`src/rtl/serial_tl_host_pkg.sv`:
```
// Shared types for the serial TileLink host bridge.
// Latency: n/a (types and constants only).
// Backpressure: n/a.
package serial_tl_host_pkg;

   // One state per outgoing TSI beat, plus the wait/ack states
   typedef enum logic [3:0] {
      IDLE    = 4'd0,
      CMD     = 4'd1,
      ADDR_LO = 4'd2,
      ADDR_HI = 4'd3,
      LEN_LO  = 4'd4,
      LEN_HI  = 4'd5,
      WDATA   = 4'd6,
      RWAIT   = 4'd7,
      ACK     = 4'd8
   } state_e;

   localparam logic TSI_CMD_READ  = 1'b0;
   localparam logic TSI_CMD_WRITE = 1'b1;

endpackage

```
`src/rtl/serial_tl_host_bridge.sv`:
```
// Host end of the serial TileLink (TSI) port: one WB single-word access -> one TSI frame.
// Latency: write ack rises on the 8th edge after request; read = 5 beats + response + ACK.
// Backpressure: beat bits held while tl_in_valid_o & !tl_in_ready_i; ready toward chip only in RWAIT.
//
// Ports:
//   wb_clk_i / wb_rst_ni          clock, async active-low reset
//   wbs_*                         Wishbone slave (single-word accesses)
//   addr_hi_i                     upper TSI address word, sampled at request accept
//   tl_in_*                       request beats toward the chip
//   tl_out_*                      response beats from the chip
//   busy_o, err_o, err_clr_i      status: not idle, sticky error, error clear
module serial_tl_host_bridge
   import serial_tl_host_pkg::*;
#(
   parameter int unsigned W        = 32,
   parameter int unsigned TIMEOUT  = 1024,
   parameter logic [31:0] ERR_DATA = 32'hDEADBEEF
) (
   input  logic          wb_clk_i,
   input  logic          wb_rst_ni,
   input  logic          wbs_cyc_i,
   input  logic          wbs_stb_i,
   input  logic          wbs_we_i,
   input  logic [3:0]    wbs_sel_i,
   input  logic [31:0]   wbs_adr_i,
   input  logic [31:0]   wbs_dat_i,
   output logic          wbs_ack_o,
   output logic [31:0]   wbs_dat_o,
   input  logic [31:0]   addr_hi_i,
   output logic          tl_in_valid_o,
   input  logic          tl_in_ready_i,
   output logic [W-1:0]  tl_in_bits_o,
   input  logic          tl_out_valid_i,
   output logic          tl_out_ready_o,
   input  logic [W-1:0]  tl_out_bits_i,
   output logic          busy_o,
   output logic          err_o,
   input  logic          err_clr_i
);

   localparam int unsigned    CNT_W    = (TIMEOUT > 2) ? $clog2(TIMEOUT) : 1;
   // Leaving RWAIT on the edge where the counter would reach TIMEOUT-1
   localparam logic [CNT_W-1:0] CNT_LAST = CNT_W'(TIMEOUT - 2);

   state_e           state_q;
   logic             we_q;
   logic [W-1:0]     adr_q;
   logic [W-1:0]     wdat_q;
   logic [W-1:0]     addr_hi_q;
   logic [31:0]      rdata_q;
   logic             ack_q;
   logic             err_q;
   logic [CNT_W-1:0] cnt_q;

   logic             req;
   logic             beat;
   logic             rsp_beat;
   logic             sel_err;
   logic             tmo;
   logic             err_d;

   // The !ack term stops the still-asserted request of the cycle just acked
   // from being taken a second time.
   assign req      = wbs_cyc_i & wbs_stb_i & ~ack_q;
   assign beat     = tl_in_valid_o & tl_in_ready_i;
   assign rsp_beat = tl_out_valid_i & tl_out_ready_o;
   assign sel_err  = (state_q == IDLE) && req && wbs_we_i && (wbs_sel_i != 4'hF);
   assign tmo      = (state_q == RWAIT) && !tl_out_valid_i && (cnt_q == CNT_LAST);
   // A new error in the same cycle as a clear request wins
   assign err_d    = sel_err | tmo | (err_q & ~err_clr_i);

   // Beat mux: bits come only from registered state, so they hold until the beat
   always_comb begin
      tl_in_valid_o = 1'b0;
      tl_in_bits_o  = '0;
      case (state_q)
         CMD: begin
            tl_in_valid_o = 1'b1;
            tl_in_bits_o  = we_q ? W'(TSI_CMD_WRITE) : W'(TSI_CMD_READ);
         end
         ADDR_LO: begin
            tl_in_valid_o = 1'b1;
            tl_in_bits_o  = adr_q;
         end
         ADDR_HI: begin
            tl_in_valid_o = 1'b1;
            tl_in_bits_o  = addr_hi_q;
         end
         LEN_LO, LEN_HI: begin
            tl_in_valid_o = 1'b1;
            tl_in_bits_o  = '0;
         end
         WDATA: begin
            tl_in_valid_o = 1'b1;
            tl_in_bits_o  = wdat_q;
         end
         default: begin
            tl_in_valid_o = 1'b0;
            tl_in_bits_o  = '0;
         end
      endcase
   end

   always_ff @(posedge wb_clk_i or negedge wb_rst_ni) begin
      if (!wb_rst_ni) begin
         state_q   <= IDLE;
         we_q      <= 1'b0;
         adr_q     <= '0;
         wdat_q    <= '0;
         addr_hi_q <= '0;
         rdata_q   <= '0;
         ack_q     <= 1'b0;
         err_q     <= 1'b0;
         cnt_q     <= '0;
      end else begin
         ack_q <= 1'b0;
         err_q <= err_d;
         case (state_q)
            IDLE: begin
               if (req) begin
                  we_q      <= wbs_we_i;
                  adr_q     <= wbs_adr_i;
                  wdat_q    <= wbs_dat_i;
                  addr_hi_q <= addr_hi_i;
                  // Partial writes cannot be framed as one word: complete with error
                  state_q   <= sel_err ? ACK : CMD;
               end
            end
            CMD:     if (beat) state_q <= ADDR_LO;
            ADDR_LO: if (beat) state_q <= ADDR_HI;
            ADDR_HI: if (beat) state_q <= LEN_LO;
            LEN_LO:  if (beat) state_q <= LEN_HI;
            LEN_HI:  if (beat) state_q <= we_q ? WDATA : RWAIT;
            WDATA:   if (beat) state_q <= ACK;
            RWAIT: begin
               if (rsp_beat) begin
                  rdata_q <= tl_out_bits_i;
                  cnt_q   <= '0;
                  state_q <= ACK;
               end else if (tmo) begin
                  rdata_q <= ERR_DATA;
                  cnt_q   <= '0;
                  state_q <= ACK;
               end else begin
                  cnt_q   <= cnt_q + CNT_W'(1);
               end
            end
            ACK: begin
               // Master may have abandoned the cycle mid-frame; then stay silent
               ack_q   <= wbs_cyc_i;
               state_q <= IDLE;
            end
            default: state_q <= IDLE;
         endcase
      end
   end

   assign wbs_ack_o      = ack_q;
   assign wbs_dat_o      = rdata_q;
   assign tl_out_ready_o = (state_q == RWAIT);
   assign busy_o         = (state_q != IDLE);
   assign err_o          = err_q;

endmodule
```
`config.mk`:
```
export PLATFORM = sky130hd
export DESIGN_NAME = serial_tl_host_bridge
export DESIGN_NICKNAME = d
export VERILOG_FILES = /design/src/rtl/serial_tl_host_pkg.sv /design/src/rtl/serial_tl_host_bridge.sv
export SDC_FILE = /design/constraint.sdc
export NUM_CORES = 1
export LEC_CHECK = 0
export ABC_AREA = 1
export BUFFER_PORTS_ARGS = -buffer_cell sky130_fd_sc_hd__buf_2
export CAP_MARGIN = 20
export CORE_MARGIN = 1.5
export CORE_UTILIZATION = 40
export DETAILED_ROUTE_END_ITERATION = 10
export GPL_TIMING_DRIVEN = 0
export PLACE_DENSITY = 0.63
export SLEW_MARGIN = 30
export SYNTH_ARGS = -nofsm -noshare
export SYNTH_HDL_FRONTEND = slang
export SYNTH_SLANG_ARGS = --single-unit
```
`constraint.sdc`:
```
create_clock -name wb_clk_i -period 3.05 [get_ports wb_clk_i]
set_clock_uncertainty 0.1 [all_clocks]
set_input_delay 0.7625 -clock wb_clk_i [delete_from_list [all_inputs] [get_ports wb_clk_i]]
set_output_delay 0.7625 -clock wb_clk_i [all_outputs]
set_load 0.02 [all_outputs]
```
After elaboration in Yosys (flattened, before gate mapping) --
Index checks and enable logic that the tools add are counted.
Word-level totals: output and inout port bits 69, register bits after elaboration 145, logic and storage cells 70
Cells by class: reduce and logical (&&, ||, !) cells 13, bitwise operators 9, muxes and demuxes 20, add/sub/neg operators 1, equal/unequal tests 18
Operators with widths (number):
- $pmux W32 S4 | 1
- $mux W32 | 2
- $mux W4 | 10
- $pmux W4 S8 | 1
- $mux W10 | 2
- $eq A4 B3 Y1 const B | 4
- $ne A2 B2 Y1 const B | 7
- $add A10 B1 Y10 const B | 1
- $eq A10 B10 Y1 const B | 1
- $eq A4 B2 Y1 const B | 2
- $reduce_and A8 Y1 | 1
- $reduce_or A6 Y1 | 1
- $and A1 B1 Y1 | 5
- $logic_and A1 B1 Y1 | 5
- $eq A4 B1 Y1 const B | 1
- $eq A4 B4 Y1 const B | 1
- $logic_not A4 Y1 | 1
- $mux W1 | 4
- $ne A4 B4 Y1 const B | 1
- $reduce_and A2 Y1 | 2
- $reduce_bool A4 Y1 | 1
- $ne A3 B1 Y1 const B | 1
- $not A1 Y1 | 2
- $or A1 B1 Y1 | 2
- other kinds (2) | 2

Logic depth before layout (Yosys ltp) --
Gate-level depths: netlist (run 1).
depth in word-level cells 8, gate-level depth with buffers 10, mapped depth without buffers 10

Worst setup path after synthesis (run 1) --
OpenSTA, ideal clock, no wires.
path type register -> output, start register state_q[3], end output port tl_in_bits_o[0], required time 2.188 ns, path buffers 1, path slack 0.792 ns, data arrival time 1.396 ns, stages on the path, launching flop included 5, cells stage by stage dfrtp_1 nor2_2 nand2_1 clkbuf_1 o2111ai_1
Between the ends: longest elaborated chain between the ends 2, elaborated cells on any way between the ends 5
RTL lines:
- start, declared | RTL line serial_tl_host_bridge.sv:45 | state_e state_q;
- start signal, assigned | RTL line serial_tl_host_bridge.sv:126 | state_q <= sel_err ? ACK : CMD;
- start signal, assigned | RTL line serial_tl_host_bridge.sv:133 | LEN_HI: if (beat) state_q <= we_q ? WDATA : RWAIT;
- $eq A4 B3 Y1, or another cell as far along | RTL line serial_tl_host_bridge.sv:76 | case (state_q)
- $pmux W32 S4 * | RTL line serial_tl_host_bridge.sv:76
- end, declared | RTL line serial_tl_host_bridge.sv:32 | output logic [W-1:0] tl_in_bits_o,
Mark *: on every way between the ends. The rest lies on a longest branch, timed or not.

Final worst setup path (run 1) --
start register state_q[3], end output port tl_in_bits_o[2]
Same word-level chain as after synthesis.

==> flow_summary.yaml, run 1 <==
worst_setup_path:
  cp_data_required_time_ns: 2.19
  critPathKind: "reg -> out"
  critPathBufInv: 2
  arrival_ns: 2.06
  crit_chain: "nor2_2 -> nand2_1 -> buf_2 -> o221ai_1 -> buf_2"
  worstSetupStartpointType: "register"
  r2r_start: "state_q[3]"
  worst_setup_path_end_kind: "output pin"
  rrSetupSlack_ns: 1.19
  path_common_cell: "buf_2"
  r2r-end: "adr_q[15]"
  cp_slowest_cell: "dfrtp_1"
  rr_worst_depth: 5
  critPathMaxStageDelay_ns: 0.45
  crit_family: "buffers and inverters"
  cp_max_fo: 10
global_route:
  antenna_found_initial: 2
  grt_start_max_net_pins: 85
  grt_pass1_vias: 5639
  track_usage: 0.222
  grt_overflow: 0
  grt_pass1_wl_mm: 29.8
synthesis:
  synthMuxAreaShare: 0.0580
  synth-adder-area-share: 0.00379
  synth_cells: 708
  synth_cell_type_count: 37
  synth-simple-area-share: 0.200
  syn_area_mm2: 0.00661
  avgSynthCellArea_um2: 9.33
  ys_ff_latch: 145
  synth_top_family_by_area: "simple AND/OR/NAND/NOR gates"
  async_flop_share: 1.00
  synth-main-ff-cell: "dfrtp_1"
  yosysSeqAreaShare: 0.549
  synth_nets: 850
  synth_compound_area_frac: 0.0962
  yosysWarnings: 0
  synth_edf_count: 0
  synth_xor_area_frac: 0.00928
timing:
  fmax_mhz: 342
  finalSetupViolCount: 0
  setup_tns_ns: 0
  worst_slack_ns: 0.123
  slew_viol_final: 0
  rsz0062_at_grt: "no"
  tightestPinTransition_ns: 0.501
  final-hold-violation-count: 0
  maxSlewHeadroom: 0.666
  finalCritPeriodShare: 0.960
  period_minus_slack_ns: 2.93
drt:
  wl_per_cell_um: 15.8
  drc: 0
  vias_per_cell: 4.77
  drt-initial-drc-count: 276
  dr.pass1.iters: 4
  ant_nets: 0
  num_vias: 5555
  routed_wl_mm: 18.4
power:
  power_density_mw_per_mm2: 984
  p_leak_nw: 4.36
  p_total_w: 0.00837
  vdd_ir_drop_max_mv: 0.430
clock_network:
  htreeDepth: 4
  cts_tree: "built"
  worstSkewPairLatency_ns: 0.42
  clock_path_buffers: 2
  cts_sinks: 145
  clk_pin_slew_worst_paths_ns: 0.06
  hold_buffers: 0
  cts-buffers-inserted: 17
  cts_root_buffer: "clkbuf_16"
place:
  place_ws_ns: 0.174
  gp_congestion: 0.834
  placed_cell_area_mm2: 0.00795
  port_buffers: 208
  hpwl_mm: 13.2
  place_inst: 1133
finish:
  area_delta_synth_final_pct: 28.8
  drive_above_1_share: 0.337
  antenna_cells: 0
  stdcell_count: 1165
  final_area_mm2: 0.00851
  nets: 1078
floorplanning:
  start_util: 0.413
  core_mm2: 0.0160
  fp.dieH_um: 132
  die_area_mm2: 0.0173
  num_io_pins: 209
  row_count: 46
  die_x_um: 132
run:
  cap_violations: 0
run_status:
  run_status: "finished clean"
hold_path:
  hp-class: "in -> async"
==> registers in the layout, summed over array words and instances, names as in the netlist <==
name,flops
wbs_ack_o,1
wbs_dat_o,32
we_q,1
wdat_q,32
state_q,4
cnt_q,10
adr_q,32
err_o,1
addr_hi_q,32
==> cell usage after synthesis, types with 2 or more instances <==
cell type / instances / area (um^2)
buf_2: 10 / 50.1
buf_4: 9 / 67.6
dfrtp_1: 145 / 3630
o21ai_0: 56 / 280
nand4_1: 3 / 18.8
xor2_1: 5 / 43.8
o221ai_1: 31 / 272
o21ai_1: 10 / 50.1
ha_1: 2 / 25.0
clkbuf_1: 10 / 37.5
nand2_1: 199 / 747
clkinv_1: 2 / 7.51
xnor2_1: 2 / 17.5
nor2_2: 2 / 12.5
mux2_2: 34 / 383
buf_6: 7 / 78.8
a21oi_1: 2 / 10.0
nor2_1: 21 / 78.8
nand3_1: 40 / 200
nand2_4: 3 / 33.8
inv_1: 77 / 289
or2_0: 23 / 144
==> area by class of cell <==
cell class                      instances  area (um^2)
Fill cell                            1531         7490
Timing Repair Buffer                  209         1080
Clock inverter                         10         61.3
Buffer                                 38          259
Clock buffer                           22          474
Multi-Input combinational cell        444         2430
Inverter                               81          307
Tap cell                              216          270
Sequential cell                       145         3630
==> layout by cell type, fill, tap and decap left out, types with 3 or more instances in the layout <==
| cell type | count |
|---|---|
| buf_2 | 220 |
| buf_4 | 11 |
| buf_6 | 7 |
| clkbuf_1 | 6 |
| clkbuf_16 | 17 |
| clkbuf_8 | 3 |
| clkinv_2 | 6 |
| clkinvlp_4 | 3 |
| dfrtp_1 | 145 |
| inv_1 | 76 |
| mux2_2 | 34 |
| nand2_1 | 199 |
| nand2_4 | 3 |
| nand3_1 | 40 |
| nand4_1 | 3 |
| nor2_1 | 21 |
| o21ai_0 | 56 |
| o21ai_1 | 10 |
| o221ai_1 | 31 |
| or2_0 | 23 |
| xor2_1 | 5 |
==> repair_timing <==
action / in CTS / in global routing
endpoints found under the setup margin: 31 / 30
setup buffers: 0 / 0
hold endpoints to repair: 0 / 0
resized for setup: 8 / 9
==> worst max path at each step <==
stage / startpoint / endpoint / slack [ns] / cells after the start
detailed placement: state_q[1] / tl_in_bits_o[2] / 0.17 / 8
CTS: state_q[1] / tl_in_bits_o[16] / 0.04 / 8
finish: state_q[3] / tl_in_bits_o[2] / 0.12 / 5
floorplan: state_q[3] / tl_in_bits_o[0] / 0.79 / 4
global route: state_q[3] / tl_in_bits_o[5] / 0.01 / 5
global placement: wb_rst_ni / wbs_dat_o[9] / -1.08 / 1
==> routing by layer <==
metal | wire (um) | track usage | vias to the layer above
li1 | - | - | 2749
met1 | 8210 | 0.284 | 2579
met2 | 8350 | 0.358 | 194
met3 | 1500 | 0.0706 | 29
met4 | 325 | 0.0722 | 4
met5 | 21 | 0 | -
==> per-stage QoR <==
stage / utilization / hold slack (ns)
floorplan: - / 0.367
global placement: 0.495 / 0.378
detailed placement: 0.497 / 0.387
CTS: 0.531 / 0.175
global route: 0.532 / 0.186
finish: 0.532 / 0.166
==> report_power, final <==
group	internal [W]	switching [W]	total, W
clock	0.00109	0.000793	0.00189
sequential	0.00286	0.000433	0.00330
combinational	0.00119	0.00199	0.00318
total	0.00515	0.00322	0.00837
==> kinds of logic after synthesis <==
group           count (synthesis)
xor+xnor                        7
buf+inv                       119
fa+ha+maj                       2
flops                         145
mux                            34
simple gates                  299
compound gates                102
Power figures use the tool's default switching activity.
==> run 2: changes to the inputs <==
--- a/config.mk
+++ b/config.mk
@@ -13,6 +13,7 @@
 export DETAILED_ROUTE_END_ITERATION = 10
 export GPL_TIMING_DRIVEN = 0
 export PLACE_DENSITY = 0.63
+export RECOVER_POWER = 50
 export SLEW_MARGIN = 30
 export SYNTH_ARGS = -nofsm -noshare
 export SYNTH_HDL_FRONTEND = slang
==> run 2 against run 1 <==
The run now ends with max-capacitance violations, max-slew violations left. Wire length grew 0.17%. Clock power is essentially flat. Global-route usage is the same. Utilization shrank 0.55 points. Final cell count is essentially flat. Register-to-register slack lost 0.80 ns. Non-clock buffer count is the same. Sequential power is essentially flat. Sequential cell count is the same. Via count grew 0.59%. Clock-buffer cell count is the same. Critical path depth is the same. Critical path type unchanged. Largest cell class unchanged.
==> flow_summary.yaml, run 2 (synthesis results as in run 1) <==
run_status:
  run_status: "complete, but fails checks"
  violations: "max-capacitance violations, max-slew violations"
finish:
  stdcell_count: 1166
  mostFrequentLayoutCells: "219 x buf_2, 203 x nand2_1, 145 x dfrtp_1"
  final_common_cell: "buf_2"
  drive_above_1_share: 0.326
  nets: 1078
  area_delta_synth_final_pct: 27.4
  final_area_mm2: 0.00842
clock_network:
  postCtsSetupBuffers: 0
  clk_pin_slew_worst_paths_ns: 0.06
  cts-buffers-inserted: 17
  clock_path_buffers: 2
  htreeDepth: 4
  cts_tree: "built"
  worstSkewPairLatency_ns: 0.43
  cts_sinks: 145
  cts_root_buffer: "clkbuf_16"
place:
  placed_cell_area_mm2: 0.00795
  port_buffers: 208
  gp_congestion: 0.834
  place_inst: 1133
  place_ws_ns: 0.174
  hpwl_mm: 13.2
global_route:
  grt_start_max_net_pins: 85
  grt_overflow: 0
  grt_pass1_vias: 5639
  antenna_found_initial: 2
  track_usage: 0.222
  grt_pass1_wl_mm: 29.8
drt:
  routed_wl_mm: 18.4
  drc: 0
  wl_per_cell_um: 15.8
  drt-initial-drc-count: 300
  ant_nets: 0
  dr.pass1.iters: 4
  num_vias: 5588
  vias_per_cell: 4.79
timing:
  tightestPinTransition_ns: 1.60
  finalSetupViolCount: 0
  setup_tns_ns: 0
  period_minus_slack_ns: 2.91
  whs_ns: 0.394
  final-hold-violation-count: 0
  worst_slack_ns: 0.137
  fmax_mhz: 343
  finalCritPeriodShare: 0.955
  slew_viol_final: 62
  maxSlewHeadroom: -0.0687
  rsz0062_at_grt: "no"
worst_setup_path:
  crit_start: "state_q[3]"
  worst_setup_path_end_kind: "output pin"
  r2r_start: "state_q[3]"
  cp_max_fo: 10
  worstSetupStartpointType: "register"
  cp_data_required_time_ns: 2.19
  rrSetupSlack_ns: 0.39
  critPathKind: "reg -> out"
  arrival_ns: 2.05
floorplanning:
  core_mm2: 0.0160
  die_area_mm2: 0.0173
  fp.dieH_um: 132
  num_io_pins: 209
  row_count: 46
  start_util: 0.413
  die_x_um: 132
hold_path:
  hp-start: "wbs_dat_o[20]"
  hp-class: "reg -> reg"
power:
  power_density_mw_per_mm2: 988
  vdd_ir_drop_max_mv: 0.432
  p_leak_nw: 4.28
run:
  cap_violations: 1
[run 2: final cells by class]
cell class	instances	area [um^2]
Fill cell	1542	7580
Clock inverter	10	61.3
Tap cell	216	270
Timing Repair Buffer	209	1070
Antenna cell	1	2.50
Inverter	81	305
Clock buffer	22	474
Multi-Input combinational cell	444	2390
Buffer	38	221
Sequential cell	145	3630
[run 2: where the power goes]
group	internal [W]	switching, W	leakage, nW	total (W)
registers	0.00286	0.000431	1.78	0.00329
clock network	0.00109	0.000795	0.261	0.00189
logic	0.00116	0.00197	2.24	0.00313
total	0.00512	0.00319	4.28	0.00831
[run 2: metal layers]
metal	vias up	share of wire	global-route usage
li1	2752	-	-
met1	2609	0.45	0.284
met2	197	0.45	0.358
met3	26	0.079	0.0706
met4	4	0.016	0.0722
met5	-	0.0011	0
[run 2: worst max-delay path: stages (launching register included)]
cell and delay (ns):
dfrtp_1 0.45, nor2_2 0.22, nand2_1 0.22, buf_2 0.29, o221ai_1 0.22, buf_2 0.23
[run 2: metrics by stage]
step,power (W),utilization
3_5_place_dp,0.00651,0.497
4_1_cts,0.00843,0.531
6_report,0.00831,0.526
3_3_place_gp,0.00644,0.495
2_1_floorplan,0.00538,-
5_1_grt,0.00891,0.526
[run 2: what timing repair did]
action | CTS | global route
setup endpoints to repair | 31 | 30
resized for setup | 8 | 9
hold buffers | 0 | 0
[run 2: worst paths after layout]
check / to / depth (start not counted)
setup / recovery: tl_in_bits_o[2] / 5
hold / removal: wbs_dat_o[20] / 2
min in group asynchronous: adr_q[11] / 1
max in group asynchronous: cnt_q[1] / 2
hold reg to reg: wbs_dat_o[20] / 2
setup reg to reg: adr_q[2] / 6
==> run 3: changes to the inputs <==
--- a/config.mk
+++ b/config.mk
@@ -8,11 +8,13 @@
 export ABC_AREA = 1
 export BUFFER_PORTS_ARGS = -buffer_cell sky130_fd_sc_hd__buf_2
 export CAP_MARGIN = 20
+export CELL_PAD_IN_SITES_DETAIL_PLACEMENT = 1
+export CELL_PAD_IN_SITES_GLOBAL_PLACEMENT = 1
 export CORE_MARGIN = 1.5
 export CORE_UTILIZATION = 40
 export DETAILED_ROUTE_END_ITERATION = 10
 export GPL_TIMING_DRIVEN = 0
-export PLACE_DENSITY = 0.63
+export PLACE_DENSITY = 0.82
 export RECOVER_POWER = 50
 export SLEW_MARGIN = 30
 export SYNTH_ARGS = -nofsm -noshare
==> run 3 against run 2 <==
The run now ends clean. Highest routed layer is now met4. Critical path type unchanged. Total power is 9.6% higher. Register-to-register slack better by 0.31 ns. Clock-buffer cell count decreased by 2. Largest cell class unchanged.
==> flow_summary.yaml, run 3 (synthesis results as in run 1) <==
run_status:
  run_status: "finished clean"
finish:
  final_common_cell: "nand2_1"
  drive_above_1_share: 0.311
  area_delta_synth_final_pct: 30.5
  nets: 1080
  fillers: 1938
  postLayoutCoreUtil: 0.539
  final_area_mm2: 0.00862
  mostFrequentLayoutCells: "200 x nand2_1, 198 x buf_2, 145 x dfrtp_1"
clock_network:
  htreeDepth: 4
  cts_sinks: 145
  worstSkewPairLatency_ns: 0.42
  cts-buffers-inserted: 17
  clock_path_buffers: 2
  cts_root_buffer: "clkbuf_16"
  clk_pin_slew_worst_paths_ns: 0.06
  cts_tree: "built"
worst_setup_path:
  critPathKind: "reg -> out"
  crit_chain: "nor2_2 -> nand2_2 -> clkbuf_4 -> o221ai_1 -> buf_2"
  cp_max_fo: 10
  critPathMaxStageDelay_ns: 0.45
  critPathBufInv: 2
  cp_slowest_cell: "dfrtp_1"
  arrival_ns: 2.07
  worstSetupStartpointType: "register"
  crit_family: "buffers and inverters"
  cp_data_required_time_ns: 2.19
  worst_setup_path_end_kind: "output pin"
timing:
  finalSetupViolCount: 0
  rsz0062_at_grt: "no"
  worst_slack_ns: 0.122
  maxSlewHeadroom: 0.230
  final-hold-violation-count: 0
  slew_viol_final: 0
  period_minus_slack_ns: 2.93
  whs_ns: 0.400
  fmax_mhz: 342
  finalCritPeriodShare: 0.960
  tightestPinTransition_ns: 1.16
global_route:
  grt_start_max_net_pins: 83
  grt_pass1_vias: 6394
  track_usage: 0.256
  grt_overflow: 0
  grt_pass1_wl_mm: 34.5
  antenna_found_initial: 3
run:
  cap_violations: 0
drt:
  drc: 0
  dr.pass1.iters: 4
  num_vias: 5907
  ant_nets: 0
  drt-initial-drc-count: 186
  routed_wl_mm: 21.3
  vias_per_cell: 5.05
  wl_per_cell_um: 18.2
power:
  power_density_mw_per_mm2: 1060
  p_leak_nw: 4.33
  p_switching_w: 0.00341
  p_total_w: 0.00912
  intPower_w: 0.00571
  switching_share: 0.374
  seqPwrFrac: 0.366
  power_frac_comb: 0.355
  vdd_ir_drop_max_mv: 0.468
  clkPwrFrac: 0.278
floorplanning:
  row_count: 46
  start_util: 0.413
  die_x_um: 132
  die_area_mm2: 0.0173
  core_mm2: 0.0160
  num_io_pins: 209
  fp.dieH_um: 132
place:
  place_ws_ns: 0.179
  gp_congestion: 0.814
  placed_cell_area_mm2: 0.00798
  hpwl_mm: 15.2
  port_buffers: 208
hold_path:
  hp-class: "reg -> reg"
==> run 3: final cells by class <==
type / count / area (um^2) / share of cell area
Multi-Input combinational cell: 444 / 2400 / 0.279
Inverter: 81 / 307 / 0.0356
Clock buffer: 20 / 467 / 0.0541
Antenna cell: 3 / 7.51 / 0.000871
Buffer: 38 / 245 / 0.0285
Timing Repair Buffer: 211 / 1040 / 0.121
Clock inverter: 12 / 249 / 0.0289
Sequential cell: 145 / 3630 / 0.421
Tap cell: 216 / 270 / 0.0314
==> run 3: power by group through the flow <==
stage          combinational (W)  clock, W  sequential [W]
2_1_floorplan            0.00189         0         0.00349
3_3_place_gp             0.00315         0         0.00329
3_5_place_dp             0.00328         0         0.00334
4_1_cts                  0.00335   0.00256         0.00334
5_1_grt                  0.00358   0.00264         0.00344
6_report                 0.00324   0.00254         0.00334
==> run 3: timing repair <==
action                                  CTS  global route
resized for setup                        12             7
endpoints found under the hold margin     2             0
pin swaps                                 0             0
hold buffers                              1             0
setup buffers                             0             0
cloned                                    0             0
endpoints found under the setup margin   31            31
==> run 3: per-layer routing <==
layer  GRT usage  wire length, um
met1       0.311             8740
met2       0.435            10600
met3      0.0748             1500
met4      0.0864              429
met5           0                0
==> run 3: worst reg2reg max path: cells and delay by family (launching register included) <==
kind / cells / cell delay, ns
and+or+nand+nor: 7 / 1.23
buffers and inverters: 2 / 0.50
DFF: 1 / 0.46
==> run 3: through the flow <==
step,std cells,setup TNS [ns]
floorplan,708,0
global placement,1132,-153.58
detailed placement,1134,0
CTS,1167,0
global route,1168,0
finish,1170,0
==> run 3: worst paths after layout <==
| path | startpoint | to | slack (ns) | cells past startpoint |
|---|---|---|---|---|
| min reg2reg | wbs_dat_o[8] | wbs_dat_o[8] | 0.40 | 2 |
| min in group asynchronous | wb_rst_ni | adr_q[26] | 0.59 | 2 |
| max in group asynchronous | wb_rst_ni | adr_q[5] | 0.47 | 4 |
| max | state_q[3] | tl_in_bits_o[28] | 0.12 | 5 |
| max reg2reg | state_q[0] | wbs_dat_o[28] | 0.70 | 9 |
| min | wbs_dat_o[8] | wbs_dat_o[8] | 0.40 | 2 |
